$ cat src/rtl/lcd_receiver_if.sv
// Bus bundle for lcd_receiver: LCD pins and shadow read index in, status and read data out.
interface lcd_receiver_if;
    logic       LCD_E;
    logic       LCD_RS;
    logic       LCD_RW;
    logic [7:0] LCD_DATA;
    logic [4:0] RD_ADDR;
    logic [7:0] RD_CHAR;
    logic       CMD_VALID;
    logic [2:0] CMD_CODE;
    logic       INIT_DONE;
    logic [6:0] CURSOR;
    logic       ERR;

    // Bench / host side: drives the LCD pins and read index, observes status.
    modport master (
        output LCD_E, LCD_RS, LCD_RW, LCD_DATA, RD_ADDR,
        input  RD_CHAR, CMD_VALID, CMD_CODE, INIT_DONE, CURSOR, ERR
    );

    // Receiver side.
    modport slave (
        input  LCD_E, LCD_RS, LCD_RW, LCD_DATA, RD_ADDR,
        output RD_CHAR, CMD_VALID, CMD_CODE, INIT_DONE, CURSOR, ERR
    );
endinterface

$ cat src/rtl/lcd_receiver.sv
// Passive HD44780-style bus snooper: synchronizes the LCD pins, decodes write
// transfers on the falling edge of E, tracks the init sequence and keeps a
// 2x16 shadow of the visible screen.
module lcd_receiver #(
    parameter int SYNC_STAGES = 2
) (
    input  logic          CLK_1M,
    input  logic          RESET,
    lcd_receiver_if.slave bus
);

    typedef enum logic [2:0] {
        INIT_IDLE,
        INIT_FS,
        INIT_DO,
        INIT_EM,
        READY,
        CLEARING
    } state_t;

    logic [SYNC_STAGES-1:0]      r_e_sync;
    logic [SYNC_STAGES-1:0]      r_rs_sync;
    logic [SYNC_STAGES-1:0]      r_rw_sync;
    logic [SYNC_STAGES-1:0][7:0] r_data_sync;
    logic                        w_e;
    logic                        w_rs;
    logic                        w_rw;
    logic [7:0]                  w_data;

    logic                        r_e_prev;
    logic                        r_cap_rs;
    logic                        r_cap_rw;
    logic [7:0]                  r_cap_data;
    logic                        w_strobe;
    logic [2:0]                  w_code;

    state_t                      r_state;
    state_t                      w_state_nx;
    logic [6:0]                  r_cursor;
    logic [6:0]                  w_cursor_nx;
    logic [6:0]                  w_cursor_step;
    logic                        r_id;
    logic                        w_id_nx;
    logic                        r_err;
    logic                        w_err_nx;
    logic                        r_cmd_valid;
    logic                        w_cmd_valid_nx;
    logic [2:0]                  r_cmd_code;
    logic [2:0]                  w_cmd_code_nx;
    logic [4:0]                  r_clr_cnt;
    logic [4:0]                  w_clr_cnt_nx;
    logic                        w_proc_ready;
    logic                        w_ddram_ok;

    logic                        w_wr_en;
    logic [4:0]                  w_wr_idx;
    logic [7:0]                  w_wr_data;
    logic [31:0][7:0]            r_shadow;
    logic [7:0]                  r_rd_char;

    assign w_e    = r_e_sync[SYNC_STAGES-1];
    assign w_rs   = r_rs_sync[SYNC_STAGES-1];
    assign w_rw   = r_rw_sync[SYNC_STAGES-1];
    assign w_data = r_data_sync[SYNC_STAGES-1];

    assign w_strobe = r_e_prev & ~w_e;

    // Identical synchronizer chains for every LCD input pin.
    always_ff @(posedge CLK_1M or posedge RESET) begin
        if (RESET) begin
            r_e_sync    <= '0;
            r_rs_sync   <= '0;
            r_rw_sync   <= '0;
            r_data_sync <= '0;
        end else begin
            r_e_sync    <= {r_e_sync[SYNC_STAGES-2:0], bus.LCD_E};
            r_rs_sync   <= {r_rs_sync[SYNC_STAGES-2:0], bus.LCD_RS};
            r_rw_sync   <= {r_rw_sync[SYNC_STAGES-2:0], bus.LCD_RW};
            r_data_sync <= {r_data_sync[SYNC_STAGES-2:0], bus.LCD_DATA};
        end
    end

    // Edge history of E and capture of RS/RW/DATA while E is still high.
    always_ff @(posedge CLK_1M or posedge RESET) begin
        if (RESET) begin
            r_e_prev   <= 1'b0;
            r_cap_rs   <= 1'b0;
            r_cap_rw   <= 1'b0;
            r_cap_data <= '0;
        end else begin
            r_e_prev <= w_e;
            if (w_e) begin
                r_cap_rs   <= w_rs;
                r_cap_rw   <= w_rw;
                r_cap_data <= w_data;
            end
        end
    end

    // Transfer class from RS and the highest set data bit.
    always_comb begin
        w_code = 3'd0;
        if (r_cap_rs)                     w_code = 3'd0;
        else if (r_cap_data[7:6] != 2'b00) w_code = 3'd7;
        else if (r_cap_data[5])           w_code = 3'd6;
        else if (r_cap_data[4])           w_code = 3'd5;
        else if (r_cap_data[3])           w_code = 3'd4;
        else if (r_cap_data[2])           w_code = 3'd3;
        else if (r_cap_data[1])           w_code = 3'd2;
        else if (r_cap_data[0])           w_code = 3'd1;
    end

    // Cursor step with the DDRAM line wraps, and DDRAM-set address validity.
    always_comb begin
        w_cursor_step = r_cursor;
        if (r_id) begin
            if (r_cursor == 7'h27)      w_cursor_step = 7'h40;
            else if (r_cursor == 7'h67) w_cursor_step = 7'h00;
            else                        w_cursor_step = r_cursor + 7'd1;
        end else begin
            if (r_cursor == 7'h00)      w_cursor_step = 7'h67;
            else if (r_cursor == 7'h40) w_cursor_step = 7'h27;
            else                        w_cursor_step = r_cursor - 7'd1;
        end
        w_ddram_ok = (r_cap_data[6:0] <= 7'h27) ||
                     ((r_cap_data[6:0] >= 7'h40) && (r_cap_data[6:0] <= 7'h67));
    end

    // Next-state and datapath decisions for the init/command FSM.
    always_comb begin
        w_state_nx     = r_state;
        w_cursor_nx    = r_cursor;
        w_id_nx        = r_id;
        w_err_nx       = r_err;
        w_cmd_valid_nx = 1'b0;
        w_cmd_code_nx  = r_cmd_code;
        w_clr_cnt_nx   = r_clr_cnt;
        w_wr_en        = 1'b0;
        w_wr_idx       = '0;
        w_wr_data      = 8'h20;
        w_proc_ready   = 1'b0;

        if (r_state == CLEARING) begin
            w_wr_en      = 1'b1;
            w_wr_idx     = r_clr_cnt;
            w_clr_cnt_nx = r_clr_cnt + 5'd1;
            if (r_clr_cnt == 5'd31) begin
                w_state_nx  = READY;
                w_cursor_nx = 7'h00;
                w_id_nx     = 1'b1;
            end
            if (w_strobe && !r_cap_rw) begin
                w_err_nx = 1'b1;
            end
        end else if (w_strobe && !r_cap_rw) begin
            w_cmd_valid_nx = 1'b1;
            w_cmd_code_nx  = w_code;
            case (r_state)
                INIT_IDLE: begin
                    if (r_cap_rs)                  w_err_nx   = 1'b1;
                    else if (r_cap_data == 8'h3C)  w_state_nx = INIT_FS;
                    else                           w_state_nx = INIT_IDLE;
                end
                INIT_FS: begin
                    if (r_cap_rs)                  w_err_nx   = 1'b1;
                    else if (r_cap_data == 8'h3C)  w_state_nx = INIT_FS;
                    else if (r_cap_data == 8'h0C)  w_state_nx = INIT_DO;
                    else                           w_state_nx = INIT_IDLE;
                end
                INIT_DO: begin
                    if (r_cap_rs)                  w_err_nx   = 1'b1;
                    else if (r_cap_data == 8'h0C)  w_state_nx = INIT_DO;
                    else if (r_cap_data == 8'h06)  w_state_nx = INIT_EM;
                    else                           w_state_nx = INIT_IDLE;
                end
                INIT_EM: begin
                    // Anything but a repeated 0x06 completes init and is then
                    // handled exactly like a transfer arriving in READY.
                    if (!r_cap_rs && (r_cap_data == 8'h06)) begin
                        w_state_nx = INIT_EM;
                    end else begin
                        w_state_nx   = READY;
                        w_proc_ready = 1'b1;
                    end
                end
                READY:    w_proc_ready = 1'b1;
                default:  w_state_nx   = INIT_IDLE;
            endcase

            if (w_proc_ready) begin
                if (r_cap_rs) begin
                    w_wr_data = r_cap_data;
                    if (r_cursor[6:4] == 3'b000) begin
                        w_wr_en  = 1'b1;
                        w_wr_idx = {1'b0, r_cursor[3:0]};
                    end else if (r_cursor[6:4] == 3'b100) begin
                        w_wr_en  = 1'b1;
                        w_wr_idx = {1'b1, r_cursor[3:0]};
                    end
                    w_cursor_nx = w_cursor_step;
                end else begin
                    case (w_code)
                        3'd1: begin
                            w_state_nx   = CLEARING;
                            w_clr_cnt_nx = '0;
                        end
                        3'd2: w_cursor_nx = 7'h00;
                        3'd3: w_id_nx     = r_cap_data[1];
                        3'd7: begin
                            if (r_cap_data[7]) begin
                                if (w_ddram_ok) w_cursor_nx = r_cap_data[6:0];
                                else            w_err_nx    = 1'b1;
                            end
                        end
                        default: ;
                    endcase
                end
            end
        end
    end

    // FSM state and control registers.
    always_ff @(posedge CLK_1M or posedge RESET) begin
        if (RESET) begin
            r_state     <= INIT_IDLE;
            r_cursor    <= 7'h00;
            r_id        <= 1'b1;
            r_err       <= 1'b0;
            r_cmd_valid <= 1'b0;
            r_cmd_code  <= 3'd0;
            r_clr_cnt   <= '0;
        end else begin
            r_state     <= w_state_nx;
            r_cursor    <= w_cursor_nx;
            r_id        <= w_id_nx;
            r_err       <= w_err_nx;
            r_cmd_valid <= w_cmd_valid_nx;
            r_cmd_code  <= w_cmd_code_nx;
            r_clr_cnt   <= w_clr_cnt_nx;
        end
    end

    // Shadow screen storage and registered read port (read returns pre-write data).
    always_ff @(posedge CLK_1M or posedge RESET) begin
        if (RESET) begin
            r_shadow  <= {32{8'h20}};
            r_rd_char <= 8'h20;
        end else begin
            r_rd_char <= r_shadow[bus.RD_ADDR];
            if (w_wr_en) begin
                r_shadow[w_wr_idx] <= w_wr_data;
            end
        end
    end

    assign bus.RD_CHAR   = r_rd_char;
    assign bus.CMD_VALID = r_cmd_valid;
    assign bus.CMD_CODE  = r_cmd_code;
    assign bus.INIT_DONE = (r_state == READY) || (r_state == CLEARING);
    assign bus.CURSOR    = r_cursor;
    assign bus.ERR       = r_err;

endmodule

$ cat src/flat_wrapper.sv
// flat-port wrapper written by rule: the top's interface ports become plain ports
module lcd_receiver_flat 
#(
    parameter int SYNC_STAGES = 2
)
  (CLK_1M, RESET, bus_LCD_E, bus_LCD_RS, bus_LCD_RW, bus_LCD_DATA, bus_RD_ADDR, bus_RD_CHAR, bus_CMD_VALID, bus_CMD_CODE, bus_INIT_DONE, bus_CURSOR, bus_ERR);
  lcd_receiver_if bus_i ();
  input  logic CLK_1M;
  input  logic RESET;
  input wire logic [$bits(bus_i.LCD_E)-1:0] bus_LCD_E;
  input wire logic [$bits(bus_i.LCD_RS)-1:0] bus_LCD_RS;
  input wire logic [$bits(bus_i.LCD_RW)-1:0] bus_LCD_RW;
  input wire logic [$bits(bus_i.LCD_DATA)-1:0] bus_LCD_DATA;
  input wire logic [$bits(bus_i.RD_ADDR)-1:0] bus_RD_ADDR;
  output wire logic [$bits(bus_i.RD_CHAR)-1:0] bus_RD_CHAR;
  output wire logic [$bits(bus_i.CMD_VALID)-1:0] bus_CMD_VALID;
  output wire logic [$bits(bus_i.CMD_CODE)-1:0] bus_CMD_CODE;
  output wire logic [$bits(bus_i.INIT_DONE)-1:0] bus_INIT_DONE;
  output wire logic [$bits(bus_i.CURSOR)-1:0] bus_CURSOR;
  output wire logic [$bits(bus_i.ERR)-1:0] bus_ERR;
  assign bus_i.LCD_E = bus_LCD_E;
  assign bus_i.LCD_RS = bus_LCD_RS;
  assign bus_i.LCD_RW = bus_LCD_RW;
  assign bus_i.LCD_DATA = bus_LCD_DATA;
  assign bus_i.RD_ADDR = bus_RD_ADDR;
  assign bus_RD_CHAR = bus_i.RD_CHAR;
  assign bus_CMD_VALID = bus_i.CMD_VALID;
  assign bus_CMD_CODE = bus_i.CMD_CODE;
  assign bus_INIT_DONE = bus_i.INIT_DONE;
  assign bus_CURSOR = bus_i.CURSOR;
  assign bus_ERR = bus_i.ERR;
  lcd_receiver #(.SYNC_STAGES(SYNC_STAGES)) u_core (.CLK_1M(CLK_1M), .RESET(RESET), .bus(bus_i));
endmodule
$ cat config.mk
export PLATFORM = sky130hd
export DESIGN_NAME = lcd_receiver_flat
export DESIGN_NICKNAME = d
export VERILOG_FILES = /design/src/rtl/lcd_receiver_if.sv /design/src/rtl/lcd_receiver.sv /design/src/flat_wrapper.sv
export SDC_FILE = /design/constraint.sdc
export NUM_CORES = 1
export LEC_CHECK = 0
export CAP_MARGIN = 20
export CELL_PAD_IN_SITES_DETAIL_PLACEMENT = 0
export CELL_PAD_IN_SITES_GLOBAL_PLACEMENT = 1
export CORE_AREA = 2 2 172 301
export DETAILED_ROUTE_END_ITERATION = 8
export DIE_AREA = 0 0 174 303
export HOLD_SLACK_MARGIN = 0.15
export PLACE_DENSITY = 0.52
export SYNTH_ARGS = -nofsm -noshare
export SYNTH_HDL_FRONTEND = slang
export SYNTH_SLANG_ARGS = --single-unit
$ cat constraint.sdc
create_clock -name CLK_1M -period 9.89 [get_ports CLK_1M]
set_input_delay 1.978 -clock CLK_1M [delete_from_list [all_inputs] [get_ports CLK_1M]]
set_output_delay 1.978 -clock CLK_1M [all_outputs]
set_load 0.01 [all_outputs]
Yosys cells after proc, flatten, opt, wreduce, memory -nomap -nowiden --
Cells that the tools add are included.
Word-level totals: logic and storage cells 190, output and inout port bits 21, bits in registers 318
Operators by class: magnitude comparators 6, reduce and logical (&&, ||, !) cells 23, add/subtract/negate cells 3, equal/unequal tests 21, bitwise operators 3, mux-type cells 85
Operator list (count):
- $bwmux W256 | 1
- $mux W7 | 12
- $mux W3 | 19
- $mux W5 | 11
- $mux W8 | 6
- $bmux W8 S5 | 1
- $demux W8 S5 | 1
- $mux W1 | 29
- $pmux W3 S5 | 1
- $eq A7 B7 Y1 const B | 2
- $pmux W7 S2 | 1
- $eq A3 B2 Y1 const B | 4
- $eq A3 B3 Y1 const B | 4
- $lt A5 B6 Y1 const B | 2
- $reduce_bool A2 Y1 | 5
- $eq A8 B3 Y1 const B | 1
- $eq A8 B4 Y1 const B | 1
- $eq A8 B6 Y1 const B | 1
- $ne A4 B1 Y1 const B | 2
- $add A7 B1 Y7 const B | 1
- $eq A7 B6 Y1 const B | 1
- $ge A7 B7 Y1 const B | 1
- $le A7 B6 Y1 const B | 1
- $le A7 B7 Y1 const B | 1
- other kinds (22) | 32

Longest topological paths before layout --
Gate-level depths: netlist of run 1.
word-level depth 14, gate-level depth with buffers 8, depth with buffers taken out 7

Worst setup path after synthesis of run 1 --
Ideal clock, no wire load.
path type in2reg, start point input bus_RD_ADDR[0], end point register u_core.r_rd_char[0] (netlist: u_core.bus.RD_CHAR[0]), stages on the path 6, arrival 3.566 ns, data required time 9.748 ns, path slack 6.182 ns, path buffers 3, setup time 0.142 ns, path through buf_2 buf_2 buf_2 mux4_2 mux2i_1 a221oi_1
Between the ends: cells in the longest elaborated chain, start to end 2
Ends and longest elaborated chain:
- start: declaration | line flat_wrapper.sv:14 | input wire logic [$bits(bus_i.RD_ADDR)-1:0] bus_RD_ADDR;
- $bmux W8 S5 | line lcd_receiver.sv:249 | r_rd_char <= r_shadow[bus.RD_ADDR];
- $mux W8 (implied by the code) | line lcd_receiver.sv:249
- end signal: assignment | line lcd_receiver.sv:249
- end: declaration | line lcd_receiver.sv:59 | logic [7:0] r_rd_char;
Every way passes these cells. The select of a mux whose other input is x is not followed. A chain may end at the register's enable or synchronous reset.

Worst setup path in the final report of run 1 --
start point input bus_RD_ADDR[0], end point register u_core.r_rd_char[4] (netlist: u_core.bus.RD_CHAR[4])
Same word-level chain as after synthesis.

==> out/results.txt, run 1 <==
# IOs = 39
Antenna Nets Post-Route = 0
post-cts hold buffer count = 0
DRT Pass-1 Iters = 4
RSZ-0062 raised after global routing = no
CP Class = input pin to flop
FP Rows = 109
ys flop type = dfrtp_1
multi-input logic area = 6640 um^2
post-cts resize count = 0
fin util = 0.341
worst slew pin tran = 1.15 ns
peak supply drop = 0.000120 V
cts bufs inserted = 34
Fmax achieved = 251 MHz
Seq cells post-synth = 318
Lkg Pwr = 7.74 nW
crit path capture type = flop
first-pass GRT wire length = 62800 um
max-slew violation count = 0
Post-CTS Setup Bufs = 0
post-route cell area = 17100 um^2
post-synth top area share = 0.475
die width = 174 um
DIE AREA = 52700 um^2
antenna violations before repair = 0
Cell variety after synth = 72
period utilisation layout = 0.404
Max Fanout on Critical Path = 43
Hold Path Class = flop to flop
Final Wtd Congestion = 0.742
share of layout cells above drive strength 1 = 0.432
fin crit period = 3.99 ns
pin count of the biggest net entering global routing = 184
area leader, netlist = dfrtp_1
Detailed Route Iter0 Violations = 506
Req. time, crit path = 10.24 ns
n_diodes = 0
Mean Syn Cell Area = 14.6 um^2
cells after synthesis = 1026
vias in the first global route = 9536
Layout area overhead = 14.4%
reg2reg setup slack = 6.21 ns
GRT Overall Usage = 0.159
IO buf count = 38
die height = 303 um
CTS tree = built
CTS clk-pin slew, worst paths = 0.06 ns
warning count from the yosys run = 0
Post-synth ARST share = 1.00
status = completed
H-tree depth = 2
critical path launch point type = input pin
sequential cell area fraction in the yosys report = 0.535
Starting Density = 0.298
Inst Count DP = 1677
Placed Area = 16000 um^2
register area = 8000 um^2
dpl ws = 5.17 ns
hpwl dp = 27300 um
hold slack final = 0.347 ns
grt total ovfl = 0
pwr dens = 181 nW/um^2
Final WS setup = 5.90 ns
clk_lat worst skew = 0.53 ns
Max Root-Sink Buffers = 3
Final Setup Violations = 0
synth top area cells = dfrtp_1 (48%), mux2_2 (19%), mux4_2 (9.6%)
skew final = 0.0262 ns
wire length per cell = 23.6 um
Final Hold Viols = 0
Routed WL = 41100 um
Core Area = 50200 um^2
Worst slew margin = 0.232
Via density = 5.03
# DRC = 0
Pwr Total = 3.10 mW
Net Count, Synth = 1049
Via Count = 8736
Finished Layout Cells = 1738
CTS sink cnt = 318
Fill cells = 5041
Synth Cell Area = 15000 um^2
clk root buf = clkbuf_16
Worst EP arrival = 4.35 ns
Post-synth EDFFs = 0
Final nets = 1070
Setup TNS Final = 0 ns
Max Cap Viol = 0
## final cells by class
| class | instances | share of cell area |
|---|---|---|
| repair buffers | 54 | 0.0294 |
| clock inverters | 9 | 0.00468 |
| flip-flops and latches | 318 | 0.468 |
| clock buffers | 52 | 0.0590 |
| well taps | 666 | 0.0487 |
| multi-input cells | 628 | 0.388 |
| inverters | 11 | 0.00263 |
## final timing paths
path	startpoint	endpoint	cells past startpoint
setup / recovery	bus_RD_ADDR[0]	u_core.bus.RD_CHAR[4]	5
hold / removal	u_core.r_rs_sync[0]	u_core.r_rs_sync[1]	0
setup reg to reg	u_core.r_e_sync[1]	u_core.r_shadow[24]	5
hold reg to reg	u_core.r_rs_sync[0]	u_core.r_rs_sync[1]	0
max in group asynchronous	RESET	u_core.r_shadow[82]	4
min in group asynchronous	RESET	u_core.r_shadow[8]	3
## per-layer routing
layer  up-vias  global-route usage  wire (um)
met5         -                   0          0
met4         0              0.0466        974
met3        58              0.0185        930
met2       122               0.317      23400
met1      4690               0.175      15700
li1       3866                   -          -
## layout by cell type (no fill, tap or decap), types with 8 or more instances in the layout
| master | count |
|---|---|
| a22o_1 | 12 |
| o21ai_0 | 15 |
| buf_4 | 17 |
| mux2_2 | 249 |
| inv_1 | 10 |
| mux4_2 | 64 |
| clkbuf_1 | 10 |
| nand2_2 | 10 |
| a21oi_1 | 8 |
| dfrtp_1 | 284 |
| a221oi_1 | 9 |
| nand2_1 | 45 |
| and2_1 | 9 |
| mux2_1 | 16 |
| dfstp_2 | 34 |
| clkbuf_16 | 35 |
| clkdlybuf4s50_1 | 35 |
| mux2i_1 | 33 |
| nor2_1 | 14 |
| nor2_4 | 8 |
## where the power goes
group | leakage, nW | switching (mW) | internal (mW)
Combinational | 2.99 | 0.219 | 0.175
Clock | 0.536 | 0.535 | 0.733
Sequential | 4.22 | 0.0977 | 1.34
## synth_stat cells (4+ instances only)
master and instances:
nand2_2 10, and2_1 9, a21oi_1 8, mux2i_1 33
nand3_1 7, dfstp_2 34, nor2_1 14, o21ai_0 15
nand4b_1 5, xnor2_1 4, a31o_2 4, a221oi_1 9
dfrtp_1 284, or3_1 6, inv_1 11, ha_1 5
nor3_1 8, nor2b_1 7, o31ai_1 5, nor4_1 4
a22o_1 12, mux4_2 64, buf_2 13, mux2_1 16
o22ai_1 5, nor2_8 4, o211ai_1 6, nor2_4 8
clkbuf_1 48, nand2b_1 4, nand2_1 45, buf_1 7
mux2_2 249, a31oi_1 6
## worst max-delay path, stage by stage
cell and delay [ns]:
buf_4 0.40, buf_4 0.78, mux4_2 0.60, mux2i_1 0.36
a221oi_1 0.18
## kinds of logic after synthesis
kind of cell / count (synthesis) / synth area share
muxes: 362 / 0.318
DFF: 318 / 0.535
and+or+nand+nor: 154 / 0.0636
AOI/OAI and AO/OA: 100 / 0.0535
buffers and inverters: 80 / 0.0214
xor gates and xnor gates: 7 / 0.00410
adders and majority gates: 5 / 0.00418
## state kept, by name, indices dropped and copies added (netlist names), 2 cells and up
| name | count |
|---|---|
| u_core.r_e_sync | 2 |
| u_core.r_state | 3 |
| u_core.r_data_sync | 8 |
| u_core.r_rw_sync | 2 |
| u_core.r_cap_data | 8 |
| u_core.r_rs_sync | 2 |
| u_core.w_data | 8 |
| u_core.bus.CMD_CODE | 3 |
| u_core.r_shadow | 256 |
| u_core.r_clr_cnt | 5 |
| u_core.bus.CURSOR | 7 |
| u_core.bus.RD_CHAR | 8 |
(Power assumes the default switching activity.)
==> run 2: changes to the inputs <==
- clock period: 9.89 -> 3.4 ns (I/O delays scaled with it)
==> out/results.txt, run 2 (synthesized netlist as in run 1, its figures left out) <==
hold wc startpoint = u_core.r_data_sync[3]
Sw Pwr = 2.50 mW
worst path cell trace = nor3b_2 -> o2111ai_2 -> o31ai_2 -> nand2_1 -> mux2_2
CTS sink cnt = 318
Worst R2R End = u_core.r_shadow[251]
post-cts hold buffer count = 0
Worst Setup SP = u_core.r_state[1]
Max Root-Sink Buffers = 3
Req. time, crit path = 3.86 ns
Final Hold Viols = 0
R2R depth = 5
Crit path max-delay family = compound AO/OA/AOI/OAI gates
Layout area overhead = 15.7%
vias in the first global route = 9372
Final nets = 1084
DIE AREA = 52700 um^2
Worst EP arrival = 3.62 ns
Largest stage delay, worst path = 0.68 ns
CTS clk-pin slew, worst paths = 0.07 ns
Via density = 4.92
clk root buf = clkbuf_16
DRT Pass-1 Iters = 4
Routed WL = 39400 um
peak supply drop = 0.000402 V
post-route cell area = 17300 um^2
period utilisation layout = 0.930
sw frac = 0.277
wire length per cell = 22.5 um
first-pass GRT wire length = 61300 um
CTS tree = built
skew final = 0.0263 ns
CP Class = flop to flop
GRT Overall Usage = 0.153
post-cts resize count = 0
Buffers & Inverters on Critical Path = 0
IO buf count = 38
Fmax achieved = 316 MHz
RSZ-0062 raised after global routing = no
slowest CP cell = o31ai_2
hpwl dp = 27500 um
Via Count = 8619
H-tree depth = 1
Gate power share = 0.135
cts bufs inserted = 31
Hold Path Class = flop to flop
pin count of the biggest net entering global routing = 89
# DRC = 0
most common cell after layout, fill and taps aside = dfrtp_1
antenna violations before repair = 1
most frequent cells in the layout = dfrtp_1 (284), mux2_2 (249), mux4_2 (64)
Top reg by flops = u_core.r_shadow
Antenna Nets Post-Route = 0
hold slack final = 0.347 ns
crit path capture type = flop
Clk pwr share = 0.403
Max Fanout on Critical Path = 18
reg-to-reg critical path startpoint = u_core.r_state[1]
pwr dens = 522 nW/um^2
worst slew pin tran = 0.792 ns
Final Setup Violations = 0
FP Rows = 109
fin crit period = 3.16 ns
Placed Area = 16200 um^2
# IOs = 39
Starting Density = 0.298
die width = 174 um
Final Wtd Congestion = 0.804
Worst Setup EP = u_core.r_shadow[251]
max-slew violation count = 0
die height = 303 um
clk_lat worst skew = 0.58 ns
status = completed
Worst path depth = 5
share of layout cells above drive strength 1 = 0.446
Core Area = 50200 um^2
number of flip-flops in the largest register = 256
Lkg Pwr = 7.84 nW
reg2reg setup slack = 0.24 ns
Cell Int Power = 6.53 mW
Post-CTS Setup Bufs = 0
Worst slew margin = 0.472
Detailed Route Iter0 Violations = 333
sequential share of power = 0.462
critical path launch point type = flop
grt total ovfl = 0
Max Cap Viol = 0
[run 2: worst register-to-register path, cell delays in order (launching register included)]
cell and delay [ns]:
dfrtp_1 0.57, nor3b_2 0.44, o2111ai_2 0.45, o31ai_2 0.68, nand2_1 0.49, mux2_2 0.41
[run 2: power groups by stage]
stage | Clock [mW] | Combinational [mW] | Sequential [mW]
after floorplan | 0 | 0.906 | 4.07
after global placement | 0 | 1.24 | 4.24
after detailed placement | 0 | 1.24 | 4.24
after CTS | 3.76 | 1.25 | 4.17
after global routing | 3.89 | 1.34 | 4.20
final | 3.64 | 1.22 | 4.17
[run 2: layout make-up]
cell class / instances / area (um^2)
fill: 4999 / 32900
clock buffer: 38 / 852
inverter: 11 / 45.0
clock inverter: 19 / 213
timing repair buffer: 71 / 718
multi-input combinational: 628 / 6640
antenna: 1 / 2.50
tap: 666 / 833
sequential: 318 / 8000
[run 2: worst min path at each step]
stage / end / slack (ns) / depth (start not counted)
floorplan: u_core.r_e_sync[1] / 0.33 / 0
global placement: u_core.w_data[0] / 0.33 / 0
detailed placement: u_core.w_data[7] / 0.33 / 0
CTS: u_core.w_data[3] / 0.35 / 0
global route: u_core.w_data[2] / 0.36 / 0
finish: u_core.w_data[3] / 0.35 / 0
[run 2: routing by layer]
metal	wire length, um	vias to the layer above	global-route usage
li1	-	3901	-
met1	14700	4561	0.167
met2	22500	109	0.305
met3	1060	48	0.0179
met4	1090	0	0.0482
met5	0	-	0
[run 2: stage by stage]
step                instances  setup TNS, ns  utilization  power [mW]  setup slack (ns)
global route             1751              0        0.345        9.43            0.0619
global placement         1694              0        0.323        5.48             0.355
finish                   1752              0        0.345        9.03             0.237
floorplan                1026        -435.53            -        4.98             -1.49
detailed placement       1694              0        0.323        5.48             0.297
CTS                      1751              0        0.345        9.18             0.288
